--- src/rtl/baccarat_fsm.sv ---
// baccarat_fsm: baccarat dealing controller sequencing card loads, third-card rules and result lamps.
module baccarat_fsm (
  input  logic       slow_clock,
  input  logic       resetb,
  input  logic [3:0] pscore,
  input  logic [3:0] dscore,
  input  logic [3:0] pcard3,
  output logic       load_pcard1,
  output logic       load_pcard2,
  output logic       load_pcard3,
  output logic       load_dcard1,
  output logic       load_dcard2,
  output logic       load_dcard3,
  output logic       player_win_light,
  output logic       dealer_win_light
);
  typedef enum logic [3:0] {
    IDLE, DEAL_P1, DEAL_D1, DEAL_P2, DEAL_D2, EVAL, DRAW_P3, EVAL_D, DRAW_D3, DONE
  } state_t;
  state_t state_q, state_d;
  logic [3:0] v;
  logic d_draw;
  always_comb v = (pcard3 >= 4'd1 && pcard3 <= 4'd9) ? pcard3 : 4'd0;
  // dealer third-card rule, keyed on dealer score and player third-card value
  always_comb
    d_draw = (dscore <= 4'd2) ? 1'b1 :
             (dscore == 4'd3) ? (v != 4'd8) :
             (dscore == 4'd4) ? (v >= 4'd2 && v <= 4'd7) :
             (dscore == 4'd5) ? (v >= 4'd4 && v <= 4'd7) :
             (dscore == 4'd6) ? (v >= 4'd6 && v <= 4'd7) : 1'b0;
  always_comb begin
    state_d = state_q;
    case (state_q)
      IDLE:    state_d = DEAL_P1;
      DEAL_P1: state_d = DEAL_D1;
      DEAL_D1: state_d = DEAL_P2;
      DEAL_P2: state_d = DEAL_D2;
      DEAL_D2: state_d = EVAL;
      EVAL:    state_d = (pscore >= 4'd8 || dscore >= 4'd8) ? DONE :
                         (pscore <= 4'd5) ? DRAW_P3 :
                         (dscore <= 4'd5) ? DRAW_D3 : DONE;
      DRAW_P3: state_d = EVAL_D;
      EVAL_D:  state_d = d_draw ? DRAW_D3 : DONE;
      DRAW_D3: state_d = DONE;
      DONE:    state_d = DONE;
      default: state_d = IDLE;
    endcase
  end
  // load enables are registered from the next state so they stay glitch-free Moore outputs
  always_ff @(posedge slow_clock or negedge resetb) begin
    if (!resetb) begin
      state_q     <= IDLE;
      load_pcard1 <= 1'b0;
      load_pcard2 <= 1'b0;
      load_pcard3 <= 1'b0;
      load_dcard1 <= 1'b0;
      load_dcard2 <= 1'b0;
      load_dcard3 <= 1'b0;
    end else begin
      state_q     <= state_d;
      load_pcard1 <= state_d == DEAL_P1;
      load_dcard1 <= state_d == DEAL_D1;
      load_pcard2 <= state_d == DEAL_P2;
      load_dcard2 <= state_d == DEAL_D2;
      load_pcard3 <= state_d == DRAW_P3;
      load_dcard3 <= state_d == DRAW_D3;
    end
  end
  // lamps use live scores so the final drawn card counts
  assign player_win_light = (state_q == DONE) && (pscore >= dscore);
  assign dealer_win_light = (state_q == DONE) && (dscore >= pscore);
endmodule

--- config.mk ---
export PLATFORM = sky130hd
export DESIGN_NAME = baccarat_fsm
export DESIGN_NICKNAME = d
export VERILOG_FILES = /design/src/rtl/baccarat_fsm.sv
export SDC_FILE = /design/constraint.sdc
export NUM_CORES = 1
export LEC_CHECK = 0
export CORE_UTILIZATION = 45
export DETAILED_ROUTE_END_ITERATION = 7
export PLACE_DENSITY = 0.81
export SYNTH_ARGS = -nofsm -noshare
export SYNTH_HDL_FRONTEND = slang
export SYNTH_SLANG_ARGS = --single-unit
--- constraint.sdc ---
create_clock -name slow_clock -period 3.5 [get_ports slow_clock]
set_clock_uncertainty 0.05 [all_clocks]
set_input_delay 0.7 -clock slow_clock [delete_from_list [all_inputs] [get_ports slow_clock]]
set_output_delay 0.7 -clock slow_clock [all_outputs]
set_load 0.01 [all_outputs]
==> results.txt, run 1 <==
- Synthesis-to-finish area growth: 41.09%
* Post-layout utilization of the core: 0.7190
- Nets: 103
* Fraction of final layout cells sized beyond drive strength 1: 0.09639
- Remaining design rule violation count: 0
* Worst Tran Pin Value: 0.4485 ns
* Detailed Route WL: 1256 µm
- Most area-hungry cell type in the Yosys netlist: dfrtp_1
* Hold Worst Slack: 0.5165 ns
- Clock tree root buffer cell: clkbuf_4
- The number of hold buffers added after CTS was 0.
* Via density per instance: 5.691
* Number of endpoints with negative hold slack in the final report: 0
* Kind of start point of the critical path: primary input
- The total count of max-transition violations in the final report is 0.
- Result of the run: completed
- Die outline height: 38.42 µm
- Top-count cell post-synth: dfrtp_1
- In this run, synthesis inferred 0 flip-flops with an integrated enable.
- Half-perimeter wire length after detailed placement: 1044 µm
* Number of distinct standard cells referenced by the synthesized netlist: 28
- Mean routed wirelength per cell: 12.95 µm
* Max clock buf depth: 2
- Flip-flop and latch count after synthesis: 10
- The min-delay analysis places its worst path in the category reg -> reg.
* Total core area: 1171 µm²
* Starting Density: 0.5096
* Number of violations reported at the end of detailed-routing iteration 0: 11
* Max_cap viols: 0
- Setup repair after global routing missed its margin: no
* Die Area: 1476 µm²
- The first TritonRoute pass finished after 4 iterations.
- In the synthesized netlist, the cells that appear most often are dfrtp_1, inv_1, nor2_1.
- Along the worst path, the maximum fanout reaches 2.
- Post-synthesis average cell area: 9.947 µm²
- Pwr/cell area: 552.5 nW/µm²
* Sequential share of the synthesized area: 0.4193
- CTS Sinks: 10
- The worst path needs 3.319 ns of the cycle, external delays included.
* Worst EP arrival: 2.57 ns
* Required time of the critical path: 2.75 ns
- Endpoint kind of the worst setup timing path: output pin
- Max-Slew Margin vs Limit: 0.7001
- Number of nets with antenna violations after detailed routing: 0
- In the synthesized netlist the dominant register cell turns out to be dfrtp_1.
- In this run the number of H-tree levels came out at 1.
- In the final timing run, aggregate negative setup slack is 0 ns.
- Yosys top cell area share: 0.4193
- Synth warnings: 0
* Horizontal die dimension: 38.42 µm
- For the worst-skew pair, the clock arrives at the later sink with an insertion delay of 0.26 ns.
- Setup violations remaining at the end of the flow were counted as 0.
- The detailed router placed 552 vias in this run.
- Post-synth net total: 78
- After clock tree synthesis, the clock-pin slew on the worst setup and hold paths is 0.06 ns.
- Total congestion overflow: 0
* Achievable frequency: 301.3 MHz
* Flop-to-flop setup slack: 2.17 ns
- Leading post-synthesis cells by cell area: dfrtp_1, ha_1, nand2b_1
- Via count of the first global-routing pass: 518
- The floorplan has 12 rows.
- For this design the top-level I/O count stands at 22.
* Postcts setup bufs: 0
- Entering global routing, the biggest net connects 11 pins.
* Peak supply drop: 0.3830 mV
- Final worst-path cycle share: 0.9481
* Global-route wire length before repair: 2228 µm
- Number of antenna violations at the first check in global routing: 0
- Number of cells produced by synthesis: 60
* FFs w/ async S/R, synth: 1.000
* Area of the mapped netlist: 596.8 µm²
- Number of buffer cells added on primary ports: 21
- In the global route stage, overall resource usage came out at 0.2258.
* CTS tree: built
- Leakage power: 0.4047 nW
- 0 antenna diodes ended up in the layout.
- Clock tree synthesis inserted a total of 3 buffers.
* Placer congestion estimate: 0.8418
* Type of the worst setup path: in -> out
[per-stage QoR]
step           cells  power [W]  area (µm²)  worst slack (ns)
2_1_floorplan     60  0.0003126       596.8            0.9970
3_3_place_gp      94  0.0003857       818.3           0.01325
3_5_place_dp      94  0.0003912       818.3          -0.09616
4_1_cts           97  0.0004677       839.6           0.04117
5_1_grt           97  0.0005026       842.1            0.1577
6_report          97  0.0004652       842.1            0.1815
[placed cells by master (no fill, tap or decap)]
master	count
clkdlybuf4s50_1	19
and4_1	1
a41oi_1	1
buf_4	2
dfrtp_1	10
o22ai_1	1
a211o_1	1
nor3_1	4
o41ai_2	1
nor4b_1	1
nand2b_1	4
nand2_1	2
dlygate4sd2_1	1
nor4_1	1
o221ai_1	1
nor2b_1	1
nor2_1	5
inv_1	5
dlymetal6s2s_1	1
o21ai_1	1
o311ai_1	1
and2b_1	1
ha_1	4
o31a_1	1
o21a_1	3
o211a_1	1
a21oi_1	3
and4_2	1
or3b_1	1
a211o_2	1
clkbuf_4	3
[what timing repair did]
| action | CTS | global route |
|---|---|---|
| setup endpoints to repair | 1 | 1 |
| resized for setup | 1 | 1 |
| hold endpoints to repair | 0 | 0 |
[path summary, 6_finish.rpt]
| path | start | end | cells past startpoint |
|---|---|---|---|
| worst min-delay path | state_q[0]$_DFF_PN0_ | load_pcard2$_DFF_PN0_ | 1 |
| min in group asynchronous | resetb | state_q[2]$_DFF_PN0_ | 1 |
| worst min register to register | state_q[0]$_DFF_PN0_ | load_pcard2$_DFF_PN0_ | 1 |
| worst max-delay path | pscore[1] | player_win_light | 8 |
| max in group asynchronous | resetb | state_q[1]$_DFF_PN0_ | 1 |
| worst max register to register | state_q[3]$_DFF_PN0_ | load_dcard3$_DFF_PN0_ | 3 |
[power breakdown]
group	switching [W]	total (W)	leakage, nW	internal, W
registers	0.0000423	0.000198	0.131	0.000155
clock network	0.0000366	0.0000762	0.0138	0.0000396
logic	0.0000890	0.000191	0.260	0.000102
[cells by family (layout without fill, tap and decap cells)]
kind of cell,count (synthesis),in the layout,synth area share
simple gates,22,22,0.2139
compound gates,16,16,0.2159
flops,10,10,0.4193
buf+inv,8,31,0.06709
fa+ha+maj,4,4,0.08386
[state kept, by name, summed over array words and instances (netlist names)]
signal       cells
load_dcard3      1
load_pcard1      1
state_q          4
load_dcard2      1
load_dcard1      1
load_pcard3      1
load_pcard2      1
[area by class of cell]
cell class | count | area, µm²
clock buffers | 3 | 22.52
fillers | 95 | 329.1
repair buffers | 23 | 226.5
inverters | 5 | 18.77
well taps | 14 | 17.52
flip-flops and latches | 10 | 250.2
multi-input cells | 42 | 306.5
[critical path: stages]
cell and delay, ns:
clkdlybuf4s50_1 0.47, inv_1 0.05, ha_1 0.29, nor2b_1 0.13
o21a_1 0.16, o21a_1 0.19, o41ai_2 0.25, dlygate4sd2_1 0.33
[metal layers]
layer  global-route usage  share of wire
met2               0.3856           0.54
met3              0.06977          0.046
met1               0.2657           0.40
met4              0.07759          0.014
met5                    0              0
Note: power is estimated with default switching activity, not from simulation.
==> run 2: changes to the inputs <==
- CELL_PAD_IN_SITES_DETAIL_PLACEMENT: unset -> 1
- CELL_PAD_IN_SITES_GLOBAL_PLACEMENT: unset -> 1
- CORE_UTILIZATION: 45 -> 31
- PLACE_DENSITY: 0.81 -> unset
- PLACE_DENSITY_LB_ADDON: unset -> 0.1
- clock period: 3.5 -> 3.75 ns (I/O delays scaled with it)
==> results.txt, run 2 (synthesis gave the netlist of run 1 again) <==
- Setup repair after global routing left no endpoint under its margin.
* Starting Density: 0.3383
- The layout has 219 filler cells.
* Setup total negative slack: 0 ns
- VDD sags by at most 0.3201 mV.
* Detailed Route WL: 1301 µm
- Cell count after placement: 103
* Number of nets with antenna violations after detailed routing: 0
- Clock tree synthesis inserted a total of 3 buffers.
* Post-route cell area: 842.1 µm²
* Count of H-tree levels built during CTS: 1
- Measured along the y axis, the die boundary spans 45.88 µm.
- The signal on the critical path passes through clkdlybuf4s50_1 > inv_1 > ha_1 > nor2b_1 > o21a_1 > o21a_1 > o31a_1 > clkdlybuf4s50_1.
* Commonest cells after routing, fill and taps aside: clkdlybuf4s50_1, dfrtp_1, inv_1, nor2_1
* I/O pin count: 22
* Clock input transition at the sequential cells of the worst setup and hold paths: 0.06 ns
- Leaving out filler cells and counting taps, the final layout contains 106.
- Number of optimization iterations in the first detailed-route pass: 4
- Global routing usage summed across all routing layers: 0.1584
* Die Area: 2105 µm²
- The floorplan has 15 rows.
* Endpoint kind of the worst setup timing path: output pin
* Clock tree root buffer cell: clkbuf_4
- 0 antenna diodes ended up in the layout.
* Via count of the first global-routing pass: 479
* Mean routed wirelength per cell: 12.27 µm
- Together, buffers and inverters on the worst path number 3.
- In this run the tightest slew margin relative to its limit is 0.6940.
* Number of buffer cells added on primary ports: 21
- Global-route wire length before repair: 2159 µm
- The analysis attributes to cell leakage a power of 0.3902 nW.
- Postcts setup bufs: 0
- For this run, design rule violations remaining after detail routing come to 0.
* Synthesis-to-finish area growth: 41.09%
- Final worst-path cycle share: 0.9554
* Clock latency on the worst-skew pair: 0.26 ns
- The number of antenna violations at the first check in global routing is 0.
* Worst EP arrival: 2.78 ns
- At the worst endpoint, the required time is 2.95 ns.
* Horizontal die dimension: 45.88 µm
- Of the cells placed in the final design, the portion with a size suffix greater than 1 is 0.07407.
- Maximum fanout along the worst path: 3
- Number of endpoints with negative hold slack in the final report: 0
* Total core area: 1764 µm²
- STA classifies the critical path startpoint as a primary input.
* Internal power summed over all cells: 0.0002769 W
- Max_cap viols: 0
- CTS Sinks: 10
* Setup violators final: 0
* Maximum number of pins on one net before global-route repair: 11
- The detailed router placed 515 vias in this run.
- Summed over all nets, the switching power comes to 0.0001543 W.
* Worst hold path type: reg -> reg
- Summing all flip-flop and latch instances after layout gives 250.2 µm².
- Result of the run: completed
* Via density per instance: 4.858
- The critical path is of the in -> out type.
- Share of power burned in the clock network: 0.164
- Worst Tran Pin Value: 0.4575 ns
- Of the total power, registers draw 0.429.
- Largest delay share family, worst path: buffers and inverters
* CTS tree: built
* Minimum clock period after layout: 3.583 ns
- Dpl cell area: 817.0 µm²
- Total area of multi-input combinational cells: 306.5 µm²
- Half-perimeter wire length after detailed placement: 1064 µm
* Cell at the slowest stage of the critical path: clkdlybuf4s50_1
- Count of final max-slew check failures: 0
- Largest register by flop count: state_q
* Placer congestion estimate: 0.7248
- The register with the most flip-flops in the layout has 4 of them.
* Pwr/cell area: 512.0 nW/µm²
- The library cell used most frequently in the layout, excluding fill and tap cells, is clkdlybuf4s50_1.
- Achievable frequency: 279.1 MHz
* Total congestion overflow: 0
- Combinational group share of total power: 0.407
- For this run, the post-layout net count is 101.
- The largest single stage delay on the critical path is 0.49 ns.
- The design draws 0.0004312 W.
- Max clock buf depth: 2
- For this block, the initial DRC count from the detailed router was 3.
* Sw Ratio: 0.3578
[run 2: cell types whose count changed in the layout (fill, tap and decap cells not counted), sizes merged]
cell           before  now
buf                 2    0
clkdlybuf4s50      19   20
dlygate4sd2         1    0
[run 2: final timing paths]
| path | start | to | slack (ns) | depth (start not counted) |
|---|---|---|---|---|
| max in group asynchronous | resetb | load_pcard1$_DFF_PN0_ | 2.58 | 1 |
| min reg2reg | state_q[0]$_DFF_PN0_ | load_pcard2$_DFF_PN0_ | 0.51 | 1 |
| min | state_q[0]$_DFF_PN0_ | load_pcard2$_DFF_PN0_ | 0.51 | 1 |
| max | pscore[1] | dealer_win_light | 0.17 | 8 |
| min in group asynchronous | resetb | state_q[3]$_DFF_PN0_ | 0.75 | 1 |
| max reg2reg | state_q[3]$_DFF_PN0_ | load_dcard3$_DFF_PN0_ | 2.42 | 3 |
[run 2: area by class of cell]
class,count,area share
well taps,25,0.03715
inverters,5,0.02229
multi-input cells,42,0.3640
repair buffers,21,0.2526
flip-flops and latches,10,0.2972
clock buffers,3,0.02675
[run 2: stage by stage]
stage	hold WS, ns	setup WS, ns	utilization
finish	0.5136	0.1674	0.4773
CTS	0.5118	0.09455	0.4759
global placement	0.5037	0.1405	0.4631
detailed placement	0.4985	0.1096	0.4631
floorplan	0.4044	1.147	-
global route	0.5450	0.06375	0.4773
[run 2: timing repair]
| item | CTS | global route |
|---|---|---|
| hold buffers | 0 | 0 |
| endpoints found under the setup margin | 0 | 1 |
| gates resized for setup | 0 | 1 |
[run 2: worst reg2reg max path: stages, from the launching register on]
cell,delay (ns)
dfrtp_1,0.47
nand2b_1,0.23
a211o_2,0.34
o211a_1,0.13
[run 2: power by group through the flow]
stage                     logic (W)  registers [W]  clock network (W)
after floorplan            0.000120       0.000172                  0
after detailed placement   0.000178       0.000187                  0
after CTS                  0.000179       0.000185          0.0000759
after global placement     0.000178       0.000186                  0
after global routing       0.000195       0.000193          0.0000815
final                      0.000175       0.000185          0.0000706
[run 2: layer usage]
layer / up-vias / part of all wire / global-route usage
met5: - / 0 / 0
met4: 0 / 0.029 / 0.1059
met3: 4 / 0.060 / 0.07143
met2: 16 / 0.44 / 0.2282
met1: 231 / 0.47 / 0.1864
li1: 264 / - / -
